$ cat config.mk
export PLATFORM = sky130hd
export DESIGN_NAME = serial_paralelo
export DESIGN_NICKNAME = d
export VERILOG_FILES = /design/src/rtl/serial_paralelo.sv
export SDC_FILE = /design/constraint.sdc
export NUM_CORES = 1
export LEC_CHECK = 0
export BUFFER_PORTS_ARGS = -buffer_cell sky130_fd_sc_hd__buf_2
export CORE_MARGIN = 4
export CORE_UTILIZATION = 45
export DETAILED_ROUTE_END_ITERATION = 10
export SYNTH_ARGS = -nofsm -noshare
export SYNTH_HDL_FRONTEND = slang
export SYNTH_SLANG_ARGS = --single-unit
export TNS_END_PERCENT = 1
$ cat constraint.sdc
create_clock -name clk32_f -period 2.3 [get_ports clk32_f]
set_input_delay 0.115 -clock clk32_f [delete_from_list [all_inputs] [get_ports clk32_f]]
set_output_delay 0.115 -clock clk32_f [all_outputs]
set_load 0.02 [all_outputs]
$ cat src/rtl/serial_paralelo.sv
// -----------------------------------------------------------------------------
// serial_paralelo
//   Receive end of the serial link. Shifts in a 1-bit MSB-first stream on
//   clk32_f, finds the byte boundary on the COMMA symbol the transmitter sends
//   while idle, declares the link active after NUM_COMMA consecutive aligned
//   commas, and then delivers non-comma bytes with a valid flag.
//
// Ports:
//   clk32_f    in   serial bit clock, one bit per rising edge
//   reset_L    in   synchronous active-low reset
//   data_in    in   serial bit stream, MSB of each byte first
//   data_out   out  [7:0] recovered data byte, held between byte boundaries
//   valid_out  out  data_out holds a non-comma byte received while active
//   active     out  byte alignment locked (sticky until reset)
//   byte_tick  out  one-cycle strobe on the edge that completes a byte
// -----------------------------------------------------------------------------
module serial_paralelo #(
    parameter logic [7:0]  COMMA     = 8'hBC,
    parameter int unsigned NUM_COMMA = 4
) (
    input  logic       clk32_f,
    input  logic       reset_L,
    input  logic       data_in,
    output logic [7:0] data_out,
    output logic       valid_out,
    output logic       active,
    output logic       byte_tick
);

    localparam logic [3:0] NUM_C = 4'(NUM_COMMA);

    typedef enum logic [1:0] {
        SEARCH,
        ALIGN,
        ACTIVE
    } state_t;

    state_t     state, state_nx;
    logic [7:0] sr;
    logic [7:0] nxt;
    logic [2:0] bit_cnt, bit_cnt_nx;
    logic [3:0] comma_cnt, comma_cnt_nx;
    logic [7:0] data_nx;
    logic       valid_nx;
    logic       active_nx;
    logic       tick_nx;
    logic       is_comma;
    logic       boundary;

    // The byte as it will look after this edge, including the bit sampled now.
    // All decisions use it so outputs update on the edge that takes the LSB.
    assign nxt      = {sr[6:0], data_in};
    assign is_comma = (nxt == COMMA);
    assign boundary = (bit_cnt == 3'd7);

    // NOTE: every variable gets a default before the case statement, so no
    //       path through the block leaves one unassigned and no latch appears.
    always_comb begin
        state_nx     = state;
        bit_cnt_nx   = bit_cnt + 3'd1;   // wraps 7 -> 0 on the boundary edge
        comma_cnt_nx = comma_cnt;
        data_nx      = data_out;
        valid_nx     = valid_out;
        active_nx    = active;
        tick_nx      = 1'b0;

        case (state)
            SEARCH: begin
                // Bit-by-bit hunt: any window equal to COMMA fixes the boundary.
                bit_cnt_nx = 3'd0;
                if (is_comma) begin
                    comma_cnt_nx = 4'd1;
                    tick_nx      = 1'b1;
                    if (NUM_C == 4'd1) begin
                        state_nx  = ACTIVE;
                        active_nx = 1'b1;
                    end else begin
                        state_nx = ALIGN;
                    end
                end
            end

            ALIGN: begin
                if (boundary) begin
                    tick_nx = 1'b1;
                    if (is_comma) begin
                        comma_cnt_nx = comma_cnt + 4'd1;
                        if (comma_cnt_nx == NUM_C) begin
                            state_nx  = ACTIVE;
                            active_nx = 1'b1;
                        end
                    end else begin
                        // Lost the run of commas: restart the bit-level search.
                        state_nx     = SEARCH;
                        comma_cnt_nx = 4'd0;
                    end
                end
            end

            ACTIVE: begin
                // comma_cnt is left saturated at NUM_COMMA; only reset leaves here.
                if (boundary) begin
                    tick_nx = 1'b1;
                    if (is_comma) begin
                        valid_nx = 1'b0;
                    end else begin
                        data_nx  = nxt;
                        valid_nx = 1'b1;
                    end
                end
            end

            default: begin
                state_nx = SEARCH;
            end
        endcase
    end

    // NOTE: reset is synchronous, so it lives inside the clocked branch and is
    //       only seen on a rising edge of clk32_f.
    // NOTE: state registers use non-blocking assignments so every flop samples
    //       the pre-edge values regardless of statement order.
    always_ff @(posedge clk32_f) begin
        if (!reset_L) begin
            state     <= SEARCH;
            sr        <= 8'h00;
            bit_cnt   <= 3'd0;
            comma_cnt <= 4'd0;
            data_out  <= 8'h00;
            valid_out <= 1'b0;
            active    <= 1'b0;
            byte_tick <= 1'b0;
        end else begin
            state     <= state_nx;
            sr        <= nxt;
            bit_cnt   <= bit_cnt_nx;
            comma_cnt <= comma_cnt_nx;
            data_out  <= data_nx;
            valid_out <= valid_nx;
            active    <= active_nx;
            byte_tick <= tick_nx;
        end
    end

endmodule
==> flow_summary.json, run 1 <==
{
  "status": "complete, no violations",
  "power_density_mw_per_mm2": 540,
  "ys_types": 31,
  "dpl.hpwl_um": 1420,
  "grt_max_degree": 30,
  "p_seq_frac": 0.690,
  "max_stage_delay_ns": 0.53,
  "syn_to_final_growth_pct": 11.1,
  "diodes": 0,
  "num_rows": 17,
  "synth_area_per_cell_um2": 10.4,
  "ctsResizeCount": 0,
  "die_h_um": 58.4,
  "dp_slack_ns": 0.373,
  "final_common_cell": "dfxtp_1",
  "ys_ff_latch": 27,
  "nets": 137,
  "drt_wl_total_um": 2020,
  "cp-startpoint": "sr[5]",
  "rsz0062_at_grt": "no",
  "setup_viol": 0,
  "crit_slowest_cell": "or4b_4",
  "cp-start-kind": "flip-flop",
  "min_path_type": "in -> reg",
  "ios": 14,
  "yosysSeqAreaShare": 0.473,
  "tritoncts": "built",
  "final.setup.worst_slack_ns": 0.355,
  "clk_pin_slew_worst_paths_ns": 0.14,
  "post-route-min-period_ns": 1.95,
  "worstPathArrival_ns": 2.20,
  "worstHoldStart": "data_in",
  "swShare": 0.206,
  "max_freq_ghz": 0.514,
  "report.final.slew_viol_count": 0,
  "via_per_inst": 5.27,
  "overflow": 0,
  "finClkSkew_ns": 0.00414,
  "dieWidth_um": 58.4,
  "io_buffer_count": 13,
  "power.total_uw": 685,
  "drt-wirelength-per-cell_um": 13.2,
  "tns_ns": 0,
  "critPathMaxFanout": 3,
  "vdd_drop_max_uv": 406,
  "required_ns": 2.55,
  "most-common-layout-cells": "dfxtp_1, buf_2, nor2b_1",
  "dr.pass1.iters": 5,
  "cp_cell_sequence": "or4b_4, or2_4, a211o_1, a31oi_1, mux2i_1",
  "drtIter0Drc": 15,
  "gp_congestion": 0.777,
  "clock_sinks": 27,
  "yosys.area.top_type_share": 0.473,
  "grt_antenna_before_repair": 0,
  "worst_slew_pin_slew_ns": 0.415,
  "clock_latency_ns": 0.31,
  "comb_power_share": 0.019,
  "p_leak_nw": 0.543,
  "post_synth_main_area_contributors": "dfxtp_1, ha_1, mux2i_1",
  "cts_inserted_buffers": 3,
  "synth_nets": 121,
  "reg2reg_from": "sr[5]",
  "cp_top_family": "simple AND/OR/NAND/NOR gates",
  "power.switching_uw": 141,
  "synth_warnings": 0,
  "final_antenna_net_count": 0,
  "drc": 0,
  "cap_violations": 0,
  "root_buffer": "clkbuf_4",
  "h-tree-depth": 1,
  "holdBufCountCts": 0,
  "postSynthCellCount": 110,
  "critPathKind": "reg -> reg",
  "vias": 806,
  "finalHoldViolations": 0,
  "coreArea_mm2": 0.00232,
  "slew_headroom": 0.724,
  "post_cts_buffers": 0,
  "pwr-share-clk": 0.291,
  "period_share": 0.846,
  "cp-end-kind": "flip-flop",
  "clk_path_buf_depth": 2,
  "p_int_uw": 544,
  "path_buf_inv": 0,
  "synth_top_cell_by_area": "dfxtp_1",
  "initial_core_util": 0.493,
  "dieArea_mm2": 0.00341,
  "drive_above_1_share": 0.192,
  "gr-usage-all-layers": 0.122,
  "syn_area_mm2": 0.00114,
  "grt_pass1_wl_um": 3290,
  "grt_pass1_vias": 739
}
[stage by stage]
stage,hold slack (ns),utilization,area (µm²),std cells
floorplan,0.237,-,1140,110
global placement,0.365,0.536,1240,149
detailed placement,0.367,0.536,1240,149
CTS,0.0355,0.547,1270,153
global route,0.0386,0.547,1270,153
finish,0.0366,0.547,1270,153
[power by group through the flow]
stage	sequential [mW]	combinational, mW	clock (mW)
global route	0.473	0.0144	0.221
detailed placement	0.483	0.0132	0
floorplan	0.482	0.00972	0
global placement	0.483	0.0131	0
finish	0.473	0.0130	0.199
CTS	0.473	0.0134	0.203
[routing by layer]
layer  up-vias  GRT usage  share of wire
li1        415          -              -
met1       376      0.159           0.50
met2        13      0.206           0.46
met3         2     0.0197          0.033
met4         0     0.0397         0.0099
met5         -          0              0
[final timing paths]
| check | to | slack (ns) | cells past startpoint |
|---|---|---|---|
| min | sr[0] | 0.04 | 2 |
| max reg2reg | state[0] | 0.35 | 5 |
| max | state[0] | 0.35 | 5 |
| min reg2reg | bit_cnt[0] | 0.43 | 1 |
[registers in the layout (all words and copies together), names as in the netlist]
name,cells
valid_out,1
data_out,8
bit_cnt,3
active,1
state,2
byte_tick,1
comma_cnt,4
sr,7
[synthesized netlist by cell type]
master and count:
a211o_1 2, mux2i_1 7, and3b_1 2, a31o_2 1
or2_4 1, ha_1 8, a22oi_1 1, o21ai_0 2
nand3_1 4, nor3b_1 2, a21oi_1 1, a211oi_4 1
o211ai_1 1, nand4_1 2, o211a_1 1, nand2_1 6
or4b_4 1, nand2b_1 2, o21a_1 2, nor2_1 5
inv_1 2, o21ai_1 1, nor2b_1 10, dfxtp_1 27
and2_1 7, clkbuf_1 4, nor3_1 1, o221a_2 2
a21boi_0 2, and3_1 1, a31oi_1 1
[cell type report]
cell class              count  area [µm²]
clock buffers               4        26.3
fillers                   224        1050
inverters                   2        7.51
multi-input cells          77         579
flip-flops and latches     27         541
well taps                  28        35.0
repair buffers             15        80.1
[cells by family (layout without fill, tap and decap cells)]
group	count (synthesis)	in the layout	share of synthesized area
AOI/OAI and AO/OA	18	18	0.131
adders and majority gates	8	8	0.0876
buffers and inverters	6	21	0.0197
DFF	27	27	0.473
muxes	7	7	0.0613
and+or+nand+nor	44	44	0.227
No activity file was read; power rests on OpenSTA's default activity.
==> inputs of run 2 (changes only) <==
- clock period: 2.3 -> 1.9 ns (I/O delays scaled with it)
==> run 2 against run 1 <==
Compared with the run above:
- first-iteration DRC count shrank 13%
- cell area rose by 1.2%
- clock skew is 0.0028 ns lower
- wire length is 0.30% lower
- worst hold slack worse by 0.019 ns
- critical path type unchanged
- largest cell class unchanged
==> flow_summary.json, run 2 (same netlist as run 1, synthesis figures left out) <==
{
  "status": "complete, no violations",
  "vdd_drop_max_uv": 463,
  "clock_latency_ns": 0.31,
  "tritoncts": "built",
  "grt_antenna_before_repair": 0,
  "clk_pin_slew_worst_paths_ns": 0.14,
  "via_per_inst": 5.25,
  "cap_violations": 0,
  "worstPathArrival_ns": 2.10,
  "post-route-min-period_ns": 1.88,
  "clock_sinks": 27,
  "setup_viol": 0,
  "final_util": 0.554,
  "drtIter0Drc": 13,
  "critPathKind": "reg -> reg",
  "syn_to_final_growth_pct": 12.4,
  "slew_headroom": 0.717,
  "dr.pass1.iters": 4,
  "tns_ns": 0,
  "finalHoldViolations": 0,
  "critPathMaxFanout": 5,
  "rsz0062_at_grt": "yes",
  "drt-wirelength-per-cell_um": 13.0,
  "ff2ff_path_depth": 5,
  "report.final.slew_viol_count": 0,
  "num_rows": 17,
  "most-common-layout-cells": "dfxtp_1, buf_2, nor2b_1",
  "largest_register_ffs": 8,
  "worst_slew_pin_slew_ns": 0.425,
  "dieArea_mm2": 0.00341,
  "gr-usage-all-layers": 0.127,
  "grt_pass1_vias": 778,
  "post_cts_buffers": 0,
  "vias": 808,
  "min_path_type": "in -> reg",
  "grt_pass1_wl_um": 3400,
  "required_ns": 2.13,
  "root_buffer": "clkbuf_4",
  "drt_wl_total_um": 2010,
  "holdPathStages": 2,
  "cp-end-kind": "flip-flop",
  "overflow": 0,
  "drc": 0,
  "holdBufCountCts": 0,
  "period_share": 0.988,
  "cts_inserted_buffers": 3,
  "diodes": 0,
  "io_buffer_count": 13,
  "fillers": 215,
  "power.total_uw": 828,
  "nets": 138,
  "cp-start-kind": "flip-flop",
  "grt_max_degree": 30,
  "final_common_cell": "dfxtp_1",
  "final_antenna_net_count": 0,
  "dpl.hpwl_um": 1440,
  "regMostFlops": "data_out",
  "power_density_mw_per_mm2": 645,
  "dp_slack_ns": -0.0264,
  "initial_core_util": 0.493,
  "top_regs": "data_out (8), sr (7), comma_cnt (4)",
  "gp_congestion": 0.793,
  "clk_path_buf_depth": 2,
  "max_freq_ghz": 0.533,
  "coreArea_mm2": 0.00232,
  "drive_above_1_share": 0.214,
  "p_leak_nw": 0.549,
  "die_h_um": 58.4,
  "final.setup.worst_slack_ns": 0.0234,
  "dieWidth_um": 58.4,
  "ios": 14,
  "finClkSkew_ns": 0.00132,
  "h-tree-depth": 1
}
## run 2: cell types whose count changed in the layout (fill, tap and decap cells not counted)
cell | previous run | this run
a31oi_1 | 1 | 0
a31oi_2 | 0 | 1
buf_4 | 2 | 3
dfxtp_1 | 27 | 26
dfxtp_2 | 0 | 1
## run 2: per-stage QoR
step	area, µm²	hold slack (ns)	cells
CTS	1280	0.0105	154
global route	1280	0.0236	154
floorplan	1140	0.217	110
detailed placement	1250	0.350	150
global placement	1250	0.345	150
finish	1280	0.0178	154
## run 2: critical path, cell delays in order (launching register included)
cell,delay [ns]
dfxtp_2,0.35
or4b_4,0.53
or2_4,0.27
a211oi_4,0.28
o21ai_1,0.11
a31o_2,0.25
## run 2: cell type report
type,count,area (µm²),area share
sequential,27,542,0.422
timing repair buffer,16,87.6,0.0682
clock buffer,4,26.3,0.0205
inverter,2,7.51,0.00585
multi-input combinational,77,586,0.456
tap,28,35.0,0.0273
## run 2: report_power, final
group / switching (mW) / internal (mW)
registers: 0.00226 / 0.570
clock network: 0.158 / 0.0820
logic: 0.00951 / 0.00688
total: 0.170 / 0.658
## run 2: worst paths after layout
path,from,endpoint,slack [ns]
worst max-delay path,sr[5],comma_cnt[2],0.02
worst min-delay path,data_in,sr[0],0.02
worst max register to register,sr[5],comma_cnt[2],0.02
worst min register to register,bit_cnt[0],bit_cnt[0],0.44
## run 2: what timing repair did
item	in CTS	in global routing
pin swaps	3	0
resized for setup	1	1
endpoints found under the setup margin	2	3
## run 2: layer usage
metal | track usage | wire [µm]
met4 | 0.0563 | 18
met1 | 0.160 | 1010
met2 | 0.214 | 936
met3 | 0.0197 | 47
met5 | 0 | 0
